==> config.mk <==
export PLATFORM = sky130hd
export DESIGN_NAME = cxu_aes_sbox_flat
export DESIGN_NICKNAME = d
export VERILOG_FILES = /design/src/rtl/cxu_aes_sbox_if.sv /design/src/rtl/cxu_aes_sbox.sv /design/src/flat_wrapper.sv
export SDC_FILE = /design/constraint.sdc
export NUM_CORES = 1
export LEC_CHECK = 0
export BUFFER_PORTS_ARGS = -buffer_cell sky130_fd_sc_hd__buf_2
export CAP_MARGIN = 30
export CORE_UTILIZATION = 57
export DETAILED_ROUTE_END_ITERATION = 7
export GPL_TIMING_DRIVEN = 0
export PLACE_DENSITY_LB_ADDON = 0.2
export SLEW_MARGIN = 20
export SYNTH_ARGS = -nofsm -noshare
export SYNTH_HDL_FRONTEND = slang
export SYNTH_SLANG_ARGS = --single-unit
==> constraint.sdc <==
create_clock -name clk -period 4.5 [get_ports clk]
set_input_delay 0.675 -clock clk [delete_from_list [all_inputs] [get_ports clk]]
set_output_delay 0.675 -clock clk [all_outputs]
set_load 0.005 [all_outputs]
==> src/rtl/cxu_aes_sbox_if.sv <==
// ---------------------------------------------------------------------------
// cxu_aes_sbox_if
// CXU command/response bus shared by the AES SubBytes and GF(2^8) multiply
// units.
//   cmd_valid / cmd_ready      : command handshake (master -> slave)
//   cmd_payload_function_id    : operation select, unit-specific
//   cmd_payload_inputs_0/1     : 32-bit operands
//   cmd_payload_state_id       : state slot select (unused by stateless units)
//   cmd_payload_cxu_id         : unit select (decoded upstream)
//   cmd_payload_ready          : auxiliary ready flag carried with the command
//   rsp_valid / rsp_ready      : response handshake (slave -> master)
//   rsp_payload_outputs_0      : 32-bit result
//   rsp_payload_ready          : auxiliary ready flag carried with the response
// The master modport is the issuing core, the slave modport is the CXU.
// ---------------------------------------------------------------------------
interface cxu_aes_sbox_if;
  logic        cmd_valid;
  logic        cmd_ready;
  logic [2:0]  cmd_payload_function_id;
  logic [31:0] cmd_payload_inputs_0;
  logic [31:0] cmd_payload_inputs_1;
  logic [2:0]  cmd_payload_state_id;
  logic [3:0]  cmd_payload_cxu_id;
  logic        cmd_payload_ready;
  logic        rsp_valid;
  logic        rsp_ready;
  logic [31:0] rsp_payload_outputs_0;
  logic        rsp_payload_ready;

  modport master (
    output cmd_valid, cmd_payload_function_id, cmd_payload_inputs_0,
           cmd_payload_inputs_1, cmd_payload_state_id, cmd_payload_cxu_id,
           cmd_payload_ready, rsp_ready,
    input  cmd_ready, rsp_valid, rsp_payload_outputs_0, rsp_payload_ready
  );

  modport slave (
    input  cmd_valid, cmd_payload_function_id, cmd_payload_inputs_0,
           cmd_payload_inputs_1, cmd_payload_state_id, cmd_payload_cxu_id,
           cmd_payload_ready, rsp_ready,
    output cmd_ready, rsp_valid, rsp_payload_outputs_0, rsp_payload_ready
  );
endinterface

==> src/rtl/cxu_aes_sbox.sv <==
// ---------------------------------------------------------------------------
// cxu_aes_sbox
// Applies the AES S-box (function_id[0]=0) or inverse S-box (function_id[0]=1)
// to the four bytes of cmd_payload_inputs_0. The field inverse is computed as
// x^254 in GF(2^8) mod 0x11B by MSB-first square-and-multiply, one exponent
// bit per clock for all four lanes in parallel, so a result is ready 8 clocks
// after the command is accepted.
// Ports:
//   clk   : clock, rising edge
//   reset : asynchronous, active-high; returns the unit to IDLE
//   bus   : CXU command/response bus (slave side)
// ---------------------------------------------------------------------------
module cxu_aes_sbox (
  input  logic           clk,
  input  logic           reset,
  cxu_aes_sbox_if.slave  bus
);

  typedef enum logic [1:0] {
    IDLE = 2'd0,
    CALC = 2'd1,
    DONE = 2'd2
  } state_e;

  // Exponent 254 = multiplicative inverse (and maps 0 to 0).
  localparam logic [7:0] INV_EXP = 8'hFE;

  // Carry-less 8x8 multiply reduced by x^8 + x^4 + x^3 + x + 1.
  function automatic logic [7:0] gmul(input logic [7:0] a, input logic [7:0] b);
    logic [7:0] p;
    logic [7:0] aa;
    p  = 8'h00;
    aa = a;
    for (int i = 0; i < 8; i++) begin
      if (b[i]) p = p ^ aa;
      aa = {aa[6:0], 1'b0} ^ (aa[7] ? 8'h1B : 8'h00);
    end
    return p;
  endfunction

  // Forward affine: out_i = b_i ^ b_(i+4) ^ b_(i+5) ^ b_(i+6) ^ b_(i+7) ^ 0x63_i.
  // A right-rotate by n places b_(i+n) at bit i.
  function automatic logic [7:0] affine(input logic [7:0] b);
    return b ^ {b[3:0], b[7:4]} ^ {b[4:0], b[7:5]} ^ {b[5:0], b[7:6]}
             ^ {b[6:0], b[7]} ^ 8'h63;
  endfunction

  // Inverse affine: out_i = b_(i+2) ^ b_(i+5) ^ b_(i+7) ^ 0x05_i.
  function automatic logic [7:0] inv_affine(input logic [7:0] b);
    return {b[1:0], b[7:2]} ^ {b[4:0], b[7:5]} ^ {b[6:0], b[7]} ^ 8'h05;
  endfunction

  state_e          state_q;
  logic            mode_q;       // 1 = inverse S-box
  logic [2:0]      cnt_q;        // exponent bit processed by the next step
  logic [3:0][7:0] x_q;          // per-lane base
  logic [3:0][7:0] r_q;          // per-lane running power
  logic [31:0]     result_q;
  logic            cmd_ready_q;
  logic            rsp_valid_q;

  logic [3:0][7:0] sq_w;
  logic [3:0][7:0] step_w;
  logic [3:0][7:0] fwd_w;
  logic [3:0][7:0] base_w;

  // NOTE: every variable written in always_comb gets a default first, so no
  // path through the block can leave it unassigned and infer a latch.
  always_comb begin
    sq_w   = '0;
    step_w = '0;
    fwd_w  = '0;
    base_w = '0;
    for (int k = 0; k < 4; k++) begin
      sq_w[k]   = gmul(r_q[k], r_q[k]);
      step_w[k] = INV_EXP[cnt_q] ? gmul(sq_w[k], x_q[k]) : sq_w[k];
      fwd_w[k]  = affine(step_w[k]);
      base_w[k] = bus.cmd_payload_function_id[0]
                    ? inv_affine(bus.cmd_payload_inputs_0[8*k +: 8])
                    : bus.cmd_payload_inputs_0[8*k +: 8];
    end
  end

  // NOTE: sequential state uses non-blocking assignments only, so every
  // register samples pre-edge values regardless of statement order.
  always_ff @(posedge clk or posedge reset) begin
    if (reset) begin
      // NOTE: the lane registers are few flops, not a memory, so they are
      // reset along with the control state for deterministic outputs.
      state_q     <= IDLE;
      mode_q      <= 1'b0;
      cnt_q       <= 3'd0;
      x_q         <= '0;
      r_q         <= '0;
      result_q    <= 32'h0;
      cmd_ready_q <= 1'b1;
      rsp_valid_q <= 1'b0;
    end else begin
      case (state_q)
        IDLE: begin
          if (bus.cmd_valid) begin
            mode_q      <= bus.cmd_payload_function_id[0];
            x_q         <= base_w;
            r_q         <= {4{8'h01}};
            cnt_q       <= 3'd7;
            state_q     <= CALC;
            cmd_ready_q <= 1'b0;
          end
        end
        CALC: begin
          r_q   <= step_w;
          cnt_q <= cnt_q - 3'd1;
          if (cnt_q == 3'd0) begin
            result_q    <= mode_q ? step_w : fwd_w;
            state_q     <= DONE;
            rsp_valid_q <= 1'b1;
          end
        end
        DONE: begin
          if (bus.rsp_ready) begin
            state_q     <= IDLE;
            rsp_valid_q <= 1'b0;
            cmd_ready_q <= 1'b1;
          end
        end
        default: begin
          state_q     <= IDLE;
          rsp_valid_q <= 1'b0;
          cmd_ready_q <= 1'b1;
        end
      endcase
    end
  end

  assign bus.cmd_ready             = cmd_ready_q;
  assign bus.rsp_valid             = rsp_valid_q;
  assign bus.rsp_payload_outputs_0 = result_q;
  assign bus.rsp_payload_ready     = 1'b1;

  // Bus fields this unit does not decode.
  logic unused_w;
  assign unused_w = ^{bus.cmd_payload_inputs_1, bus.cmd_payload_state_id,
                      bus.cmd_payload_cxu_id, bus.cmd_payload_ready,
                      bus.cmd_payload_function_id[2:1]};

endmodule
==> src/flat_wrapper.sv <==
// flat-port wrapper written by rule: the top's interface ports become plain ports
module cxu_aes_sbox_flat 
  (clk, reset, bus_cmd_valid, bus_cmd_payload_function_id, bus_cmd_payload_inputs_0, bus_cmd_payload_inputs_1, bus_cmd_payload_state_id, bus_cmd_payload_cxu_id, bus_cmd_payload_ready, bus_rsp_ready, bus_cmd_ready, bus_rsp_valid, bus_rsp_payload_outputs_0, bus_rsp_payload_ready);
  cxu_aes_sbox_if bus_i ();
  input  logic clk;
  input  logic reset;
  input wire logic [$bits(bus_i.cmd_valid)-1:0] bus_cmd_valid;
  input wire logic [$bits(bus_i.cmd_payload_function_id)-1:0] bus_cmd_payload_function_id;
  input wire logic [$bits(bus_i.cmd_payload_inputs_0)-1:0] bus_cmd_payload_inputs_0;
  input wire logic [$bits(bus_i.cmd_payload_inputs_1)-1:0] bus_cmd_payload_inputs_1;
  input wire logic [$bits(bus_i.cmd_payload_state_id)-1:0] bus_cmd_payload_state_id;
  input wire logic [$bits(bus_i.cmd_payload_cxu_id)-1:0] bus_cmd_payload_cxu_id;
  input wire logic [$bits(bus_i.cmd_payload_ready)-1:0] bus_cmd_payload_ready;
  input wire logic [$bits(bus_i.rsp_ready)-1:0] bus_rsp_ready;
  output wire logic [$bits(bus_i.cmd_ready)-1:0] bus_cmd_ready;
  output wire logic [$bits(bus_i.rsp_valid)-1:0] bus_rsp_valid;
  output wire logic [$bits(bus_i.rsp_payload_outputs_0)-1:0] bus_rsp_payload_outputs_0;
  output wire logic [$bits(bus_i.rsp_payload_ready)-1:0] bus_rsp_payload_ready;
  assign bus_i.cmd_valid = bus_cmd_valid;
  assign bus_i.cmd_payload_function_id = bus_cmd_payload_function_id;
  assign bus_i.cmd_payload_inputs_0 = bus_cmd_payload_inputs_0;
  assign bus_i.cmd_payload_inputs_1 = bus_cmd_payload_inputs_1;
  assign bus_i.cmd_payload_state_id = bus_cmd_payload_state_id;
  assign bus_i.cmd_payload_cxu_id = bus_cmd_payload_cxu_id;
  assign bus_i.cmd_payload_ready = bus_cmd_payload_ready;
  assign bus_i.rsp_ready = bus_rsp_ready;
  assign bus_cmd_ready = bus_i.cmd_ready;
  assign bus_rsp_valid = bus_i.rsp_valid;
  assign bus_rsp_payload_outputs_0 = bus_i.rsp_payload_outputs_0;
  assign bus_rsp_payload_ready = bus_i.rsp_payload_ready;
  cxu_aes_sbox u_core (.clk(clk), .reset(reset), .bus(bus_i));
endmodule
==> results of run 1 <==
## area by class of cell
class | instances | area (sq um)
clock inverter | 4 | 52.55
inverter | 34 | 140.1
timing repair buffer | 218 | 1575
tap | 330 | 412.9
fill | 1831 | 6575
buffer | 130 | 700.7
clock buffer | 12 | 256.5
multi-input combinational | 1533 | 12930
sequential | 104 | 2611
## repair_timing
action | 4_1_cts | 5_1_grt
gates resized for setup | 152 | 143
endpoints found under the setup margin | 33 | 32
pin swaps | 64 | 95
setup buffers | 71 | 75
## sequential cells by signal, indices dropped and copies added (netlist names)
| register | count |
|---|---|
| u_core.bus.rsp_payload_outputs_0 | 32 |
| u_core.x_q | 32 |
| u_core.cnt_q | 3 |
| u_core.bus.rsp_valid | 1 |
| u_core.mode_q | 1 |
| u_core.state_q | 2 |
| u_core.r_q | 32 |
| u_core.bus.cmd_ready | 1 |
## stage by stage
step / instances / setup TNS (ns)
global placement: 2204 / -36.97
global route: 2365 / -2.308
CTS: 2291 / -0.1738
floorplan: 1805 / 0
finish: 2365 / -0.5118
detailed placement: 2207 / -17.35
## cell usage after synthesis, types with 5 or more instances
cell type	n	area (sq um)
xnor3_1	47	1059
xnor2_2	21	341.6
o21ai_0	105	525.5
a31oi_1	5	31.28
nand2b_1	22	137.6
a22oi_1	14	105.1
nor2_1	105	394.1
mux2_2	7	78.83
a211oi_1	8	60.06
dfrtp_1	103	2577
nand3_1	41	205.2
xnor2_1	327	2864
xor2_1	96	840.8
xor2_2	15	244.0
xnor3_2	6	142.6
nor3b_1	8	60.06
or3_1	6	37.54
a21oi_1	62	310.3
buf_4	11	82.58
buf_2	36	180.2
nor2b_1	22	137.6
o22ai_1	11	68.82
clkbuf_1	79	296.5
mux2i_1	63	630.6
o31ai_1	11	82.58
a21o_1	6	45.04
nor3_1	28	140.1
ha_1	6	75.07
o21ai_1	16	80.08
o211ai_1	16	120.1
and3_1	11	68.82
xor3_1	6	142.6
a22o_1	6	52.55
nand2_1	338	1269
inv_1	28	105.1
## routing by layer
metal  global-route usage, %  wire length (microns)  up-vias
met3                   5.653                   3930      159
met2                   57.70                  23900      760
met1                   44.68                  19080     6894
li1                        -                      -     6444
met4                   11.72                   1789        0
met5                       0                      0        -
## worst max-delay path, stage by stage, from the launching register on
cell     delay (ns)
dfrtp_1        0.37
buf_4          0.16
xor2_4         0.19
a221o_1        0.31
a221o_1        0.38
xnor3_2        0.46
xnor2_1        0.30
a22o_1         0.31
o31ai_1        0.41
a21oi_1        0.08
o21ai_1        0.16
nor4b_4        0.23
buf_6          0.18
xnor2_4        0.13
xor2_2         0.24
xor2_2         0.22
nor2_1         0.07
xnor2_1        0.19
o21ai_1        0.08
## cell families (layout without fill, tap and decap cells)
group | count (synthesis) | count (layout) | share of synthesized area (%)
AO/OA/AOI/OAI | 314 | 314 | 13.91
XOR/XNOR | 524 | 524 | 39.29
adder cells (fa/ha/maj) | 6 | 6 | 0.5092
buffers and inverters | 168 | 398 | 5.067
flip-flops | 104 | 104 | 17.66
multiplexers | 72 | 72 | 5.016
other | 1 | 1 | 0.02544
AND/OR/NAND/NOR | 616 | 616 | 18.53
## worst paths after layout
kind | slack, ns | startpoint | to | cells after the start
max | -0.1 | u_core.r_q[18] | u_core.bus.rsp_payload_outputs_0[21] | 18
min | 0.27 | reset | u_core.bus.rsp_payload_outputs_0[4] | 2
max reg2reg | -0.1 | u_core.r_q[18] | u_core.bus.rsp_payload_outputs_0[21] | 18
min reg2reg | 0.49 | u_core.cnt_q[0] | u_core.cnt_q[0] | 1
max in group asynchronous | 3.52 | reset | u_core.r_q[8] | 3
min in group clk | 0.49 | u_core.cnt_q[0] | u_core.cnt_q[0] | 1
==> summary.txt, run 1 <==
Synth
  • YS warnings: 0
  • Synth unique cells: 93
  • Cell Area, Synth: 0.01474 sq mm
  • EDFF count, synth: 0
  • Mapped Cells: 1805
  • Syn_nets: 1890
  • FFs w/ async S/R, synth: 100.0%
  • Average size of a mapped cell: 8.168 sq um
  • Post-synth top flop: dfrtp_1
  • Seq/Total Area, Yosys: 17.66%
  • Synthesized flop and latch total: 104

Timing
  • Least-Margin Pin Slew: 1.056 ns
  • Max transition margin: 29.59%
  • PnR worst setup slack: -0.09743 ns
  • Fin crit period: 4.597 ns
  • Worst hold slack: 0.2651 ns
  • Final hold vios: 0
  • RSZ-0062 raised after global routing: yes
  • Max Fclk: 217.5 MHz
  • Final Max Tran Viols: 0
  • Final setup viols: 9
  • Layout Skew: 0.01461 ns
  • Ratio of final minimum period to clock period: 102.2%

Cells and area
  • Layout cell share with drive strength beyond 1: 27.22%
  • Final Util: 73.96%
  • Most common cell after layout, fill and taps aside: nand2_1
  • Synth-to-layout area growth: 26.70%
  • Design Area, Final: 0.01868 sq mm
  • Commonest cells after routing, fill and taps aside: nand2_1 (328), xnor2_1 (264), buf_4 (150)
  • Nets: 2115
  • Ant diodes: 0

Drt
  • DR vias/cell: 6.028
  • DR DRC count: 0
  • DRT antenna net count: 0
  • Drt pass-1 iters: 8
  • Total wire length: 48700 microns
  • Initial drt markers: 1454
  • Detailed-route via count: 14257
  • Wire per inst: 20.59 microns

Die
  • IO Count: 114
  • Die footprint: 0.02651 sq mm
  • Die Ht: 162.8 microns
  • Initial Util: 58.38%
  • Core area: 0.02525 sq mm
  • DIE WIDTH: 162.8 microns
  • Site Rows: 58

Status
  • Failing checks: setup timing
  • Status: finished, violations left

GRT
  • Total grt overflow: 0
  • First-pass GRT wire length: 71150 microns
  • Vias in the first global route: 13079
  • Largest net degree at the start of global routing: 78
  • GRT Total Usage: 34.35%
  • Initial antenna violation count: 0

Clock tree
  • Max Root-Sink Buffers: 2
  • Root Buffer: clkbuf_16
  • Insertion delay to the later sink of the worst-skew pair: 0.37 ns
  • CTS tree: done
  • Post-CTS Hold Fix Bufs: 0
  • Worst-path clk slew: 0.08 ns
  • H-tree depth: 3
  • CTS Buf Count: 9
  • CTS sink cnt: 104

Worst setup path
  • Critical Path RT: 4.73 ns
  • CP Class: reg2reg
  • Worst Path Max Fanout: 6
  • CP Data Arrival Time: 4.83 ns
  • CP Launch Type: flop
  • Crit path capture type: flop

Worst hold path
  • Worst Hold Class: in2async

Placed design
  • Placement-stage cell area: 0.01561 sq mm
  • Dpl ws: -0.7283 ns
  • Post-DP HPWL: 31890 microns
  • IO Port Bufs: 69
  • GPL Wtd Cong: 0.9249

Run
  • Max-Cap Viols: 0
Power of run 1 is left out: the tool's default activity adds up to more than one toggle a clock period on the data nets, which glitch-free logic cannot reach.
==> run 2, diff against run 1 <==
--- a/config.mk
+++ b/config.mk
@@ -11,6 +11,7 @@
 export DETAILED_ROUTE_END_ITERATION = 7
 export GPL_TIMING_DRIVEN = 0
 export PLACE_DENSITY_LB_ADDON = 0.2
+export RECOVER_POWER = 25
 export SLEW_MARGIN = 20
 export SYNTH_ARGS = -nofsm -noshare
 export SYNTH_HDL_FRONTEND = slang
==> constraint.sdc (replaced) <==
create_clock -name clk -period 3.8 [get_ports clk]
set_input_delay 0.57 -clock clk [delete_from_list [all_inputs] [get_ports clk]]
set_output_delay 0.57 -clock clk [all_outputs]
set_load 0.005 [all_outputs]
==> run 2 against run 1 <==
Net effect:
- the run ends with capacitance limit, slew limit, setup timing left
- die area unchanged
- sequential share of layout area decreased by 1.2 points
- count of clock-buffer cells in the layout decreased by 3
- routed wire length increased by 15%
- critical path type unchanged
- largest cell class unchanged
- highest routed layer unchanged
==> summary.txt, run 2 (synthesized netlist as in run 1, its figures left out) <==
Drt
  • Drt pass-1 iters: 8 (unchanged)
  • DRT antenna net count: 0 (unchanged)
  • DR vias/cell: 6.356 (+5.4%)
  • Wire per inst: 22.96 microns (+11%)
  • DR DRC count: 0 (unchanged)
  • Met1 WL: 20020 microns (+4.9%)
  • Total wire length: 56100 microns (+15%)
  • Routed wire length on met2: 25670 microns (+7.4%)
  • Highest routed layer: met4
  • Initial drt markers: 1977 (+36%)
  • DR WL met3: 6394 microns (+63%)
  • Detailed-route via count: 15533 (+8.9%)

Die
  • Initial Util: 58.38% (unchanged)
  • Die Ht: 162.8 microns (unchanged)
  • IO Count: 114 (unchanged)
  • Site Rows: 58 (unchanged)
  • Die footprint: 0.02651 sq mm (unchanged)
  • DIE WIDTH: 162.8 microns (unchanged)
  • Core area: 0.02525 sq mm (unchanged)

Cells and area
  • Most common cell after layout, fill and taps aside: nand2_1
  • Ant diodes: 0 (unchanged)
  • Footprint of the multi-input gates: 0.01384 sq mm (+7.1%)
  • Reg area: 0.002621 sq mm (+0.38%)
  • Commonest cells after routing, fill and taps aside: nand2_1 (310), xnor2_1 (226), buf_4 (191)
  • Fillcell total: 1387 (-24%)
  • Synth-to-layout area growth: 38.80%
  • Nets: 2194 (+3.7%)
  • Layout cell share with drive strength beyond 1: 35.95% (+8.7 points)

Timing
  • Final hold vios: 0 (unchanged)
  • Max transition margin: -39.53% (-69 points)
  • Layout Skew: 0.01304 ns (-0.001570 ns)
  • Final Max Tran Viols: 78 (+78)
  • Ratio of final minimum period to clock period: 124.3% (+22 points)
  • PnR worst setup slack: -0.9244 ns (-0.8270 ns)
  • Max Fclk: 211.7 MHz (-2.7%)
  • Final setup viols: 48 (+39)
  • Fin crit period: 4.724 ns (+0.1270 ns)
  • RSZ-0062 raised after global routing: yes
  • Least-Margin Pin Slew: 2.093 ns (+1.037 ns)

Clock tree
  • CTS sink cnt: 104 (unchanged)
  • Max Root-Sink Buffers: 2 (unchanged)
  • CTS tree: done
  • Root Buffer: clkbuf_16
  • H-tree depth: 3 (unchanged)
  • Worst-path clk slew: 0.09 ns (about the same)
  • Insertion delay to the later sink of the worst-skew pair: 0.38 ns (about the same)
  • CTS Buf Count: 9 (unchanged)

Worst hold path
  • Worst Hold Class: in2async

Placed design
  • IO Port Bufs: 69 (unchanged)
  • Post-DP HPWL: 32230 microns (+1.1%)
  • GPL Wtd Cong: 0.9786 (+5.8%)
  • Dpl ws: -1.228 ns (-0.4995 ns)

Worst setup path
  • CP Class: reg2reg
  • CP Launch Type: flop
  • Crit path capture type: flop
  • R2R cell count: 19 (+1)
  • CP Data Arrival Time: 4.96 ns (+0.13 ns)
  • Critical Path RT: 4.03 ns (-0.70 ns)
  • Worst Path Max Fanout: 10 (+4)
  • Peak per-stage delay on the critical path: 0.58 ns (+0.12 ns)
  • Critical Path, Cell by Cell: buf_4 -> buf_6 -> xnor2_4 -> mux2i_1 -> or4_4 -> and3_4 -> or2_1 -> buf_6 -> xnor2_4 -> mux2_4 -> xnor3_1 -> xnor3_2 -> o21ai_4 -> xnor2_2 -> xor2_2 -> xor2_2 -> nor2_1 -> xnor2_1 -> o21ai_1
  • Slowest CP cell: or4_4

Status
  • Status: finished, violations left
  • Failing checks: capacitance limit, slew limit, setup timing

GRT
  • Largest net degree at the start of global routing: 78 (unchanged)
  • Initial antenna violation count: 0 (unchanged)
  • First-pass GRT wire length: 76370 microns (+7.3%)
  • Total grt overflow: 0 (unchanged)
  • Vias in the first global route: 13926 (+6.5%)
  • GRT Total Usage: 37.15% (+2.8 points)

Run
  • Max-Cap Viols: 1 (+1)
## run 2: area by class of cell
class	instances	area share (%)
inverter	34	0.6542
multi-input combinational	1533	67.65
buffer	125	3.803
tap	330	2.018
timing repair buffer	302	11.57
clock buffer	9	1.101
clock inverter	7	0.3913
sequential	104	12.81
## run 2: per-stage QoR
stage	utilization (%)	hold WS, ns	cell area (sq um)	setup TNS (ns)	std cells
2_1_floorplan	-	0.4445	15570	-6.799	1805
3_3_place_gp	64.64	0.4612	16320	-116.15	2204
3_5_place_dp	64.77	0.4662	16360	-29.24	2205
4_1_cts	74.38	0.1571	18780	-14.29	2366
5_1_grt	81.03	0.5010	20460	-29.12	2444
6_report	81.03	0.4391	20460	-23.92	2444
## run 2: worst paths after layout
check | from | endpoint | slack (ns)
setup / recovery | u_core.r_q[23] | u_core.bus.rsp_payload_outputs_0[21] | -0.92
hold / removal | reset | u_core.bus.rsp_payload_outputs_0[7] | 0.44
setup reg to reg | u_core.r_q[23] | u_core.bus.rsp_payload_outputs_0[21] | -0.92
hold reg to reg | u_core.bus.rsp_payload_outputs_0[2] | u_core.bus.rsp_payload_outputs_0[2] | 0.49
max in group asynchronous | reset | u_core.r_q[23] | 0.65
min in group clk | bus_rsp_ready | u_core.bus.cmd_ready | 0.49
## run 2: repair_timing
item / 4_1_cts / 5_1_grt
setup endpoints to repair: 49 / 52
gates resized for setup: 197 / 221
hold buffers: 0 / 0
pin swaps: 140 / 144
gates cloned: 1 / 1
setup buffers: 150 / 81
## run 2: critical path: cells and delay by family, from the launching register on
| family | cells | cell delay, ns |
|---|---|---|
| xor+xnor | 8 | 1.81 |
| compound gates | 2 | 0.31 |
| mux | 2 | 0.48 |
| buf+inv | 3 | 0.44 |
| flops | 1 | 0.43 |
| simple gates | 4 | 1.11 |
## run 2: per-layer routing
layer  vias up  GRT usage (%)
li1       6613              -
met5         -              0
met3       347          6.443
met2      1154          59.23
met4         0          18.01
met1      7419          48.76
Power of run 2 is left out for the same reason.
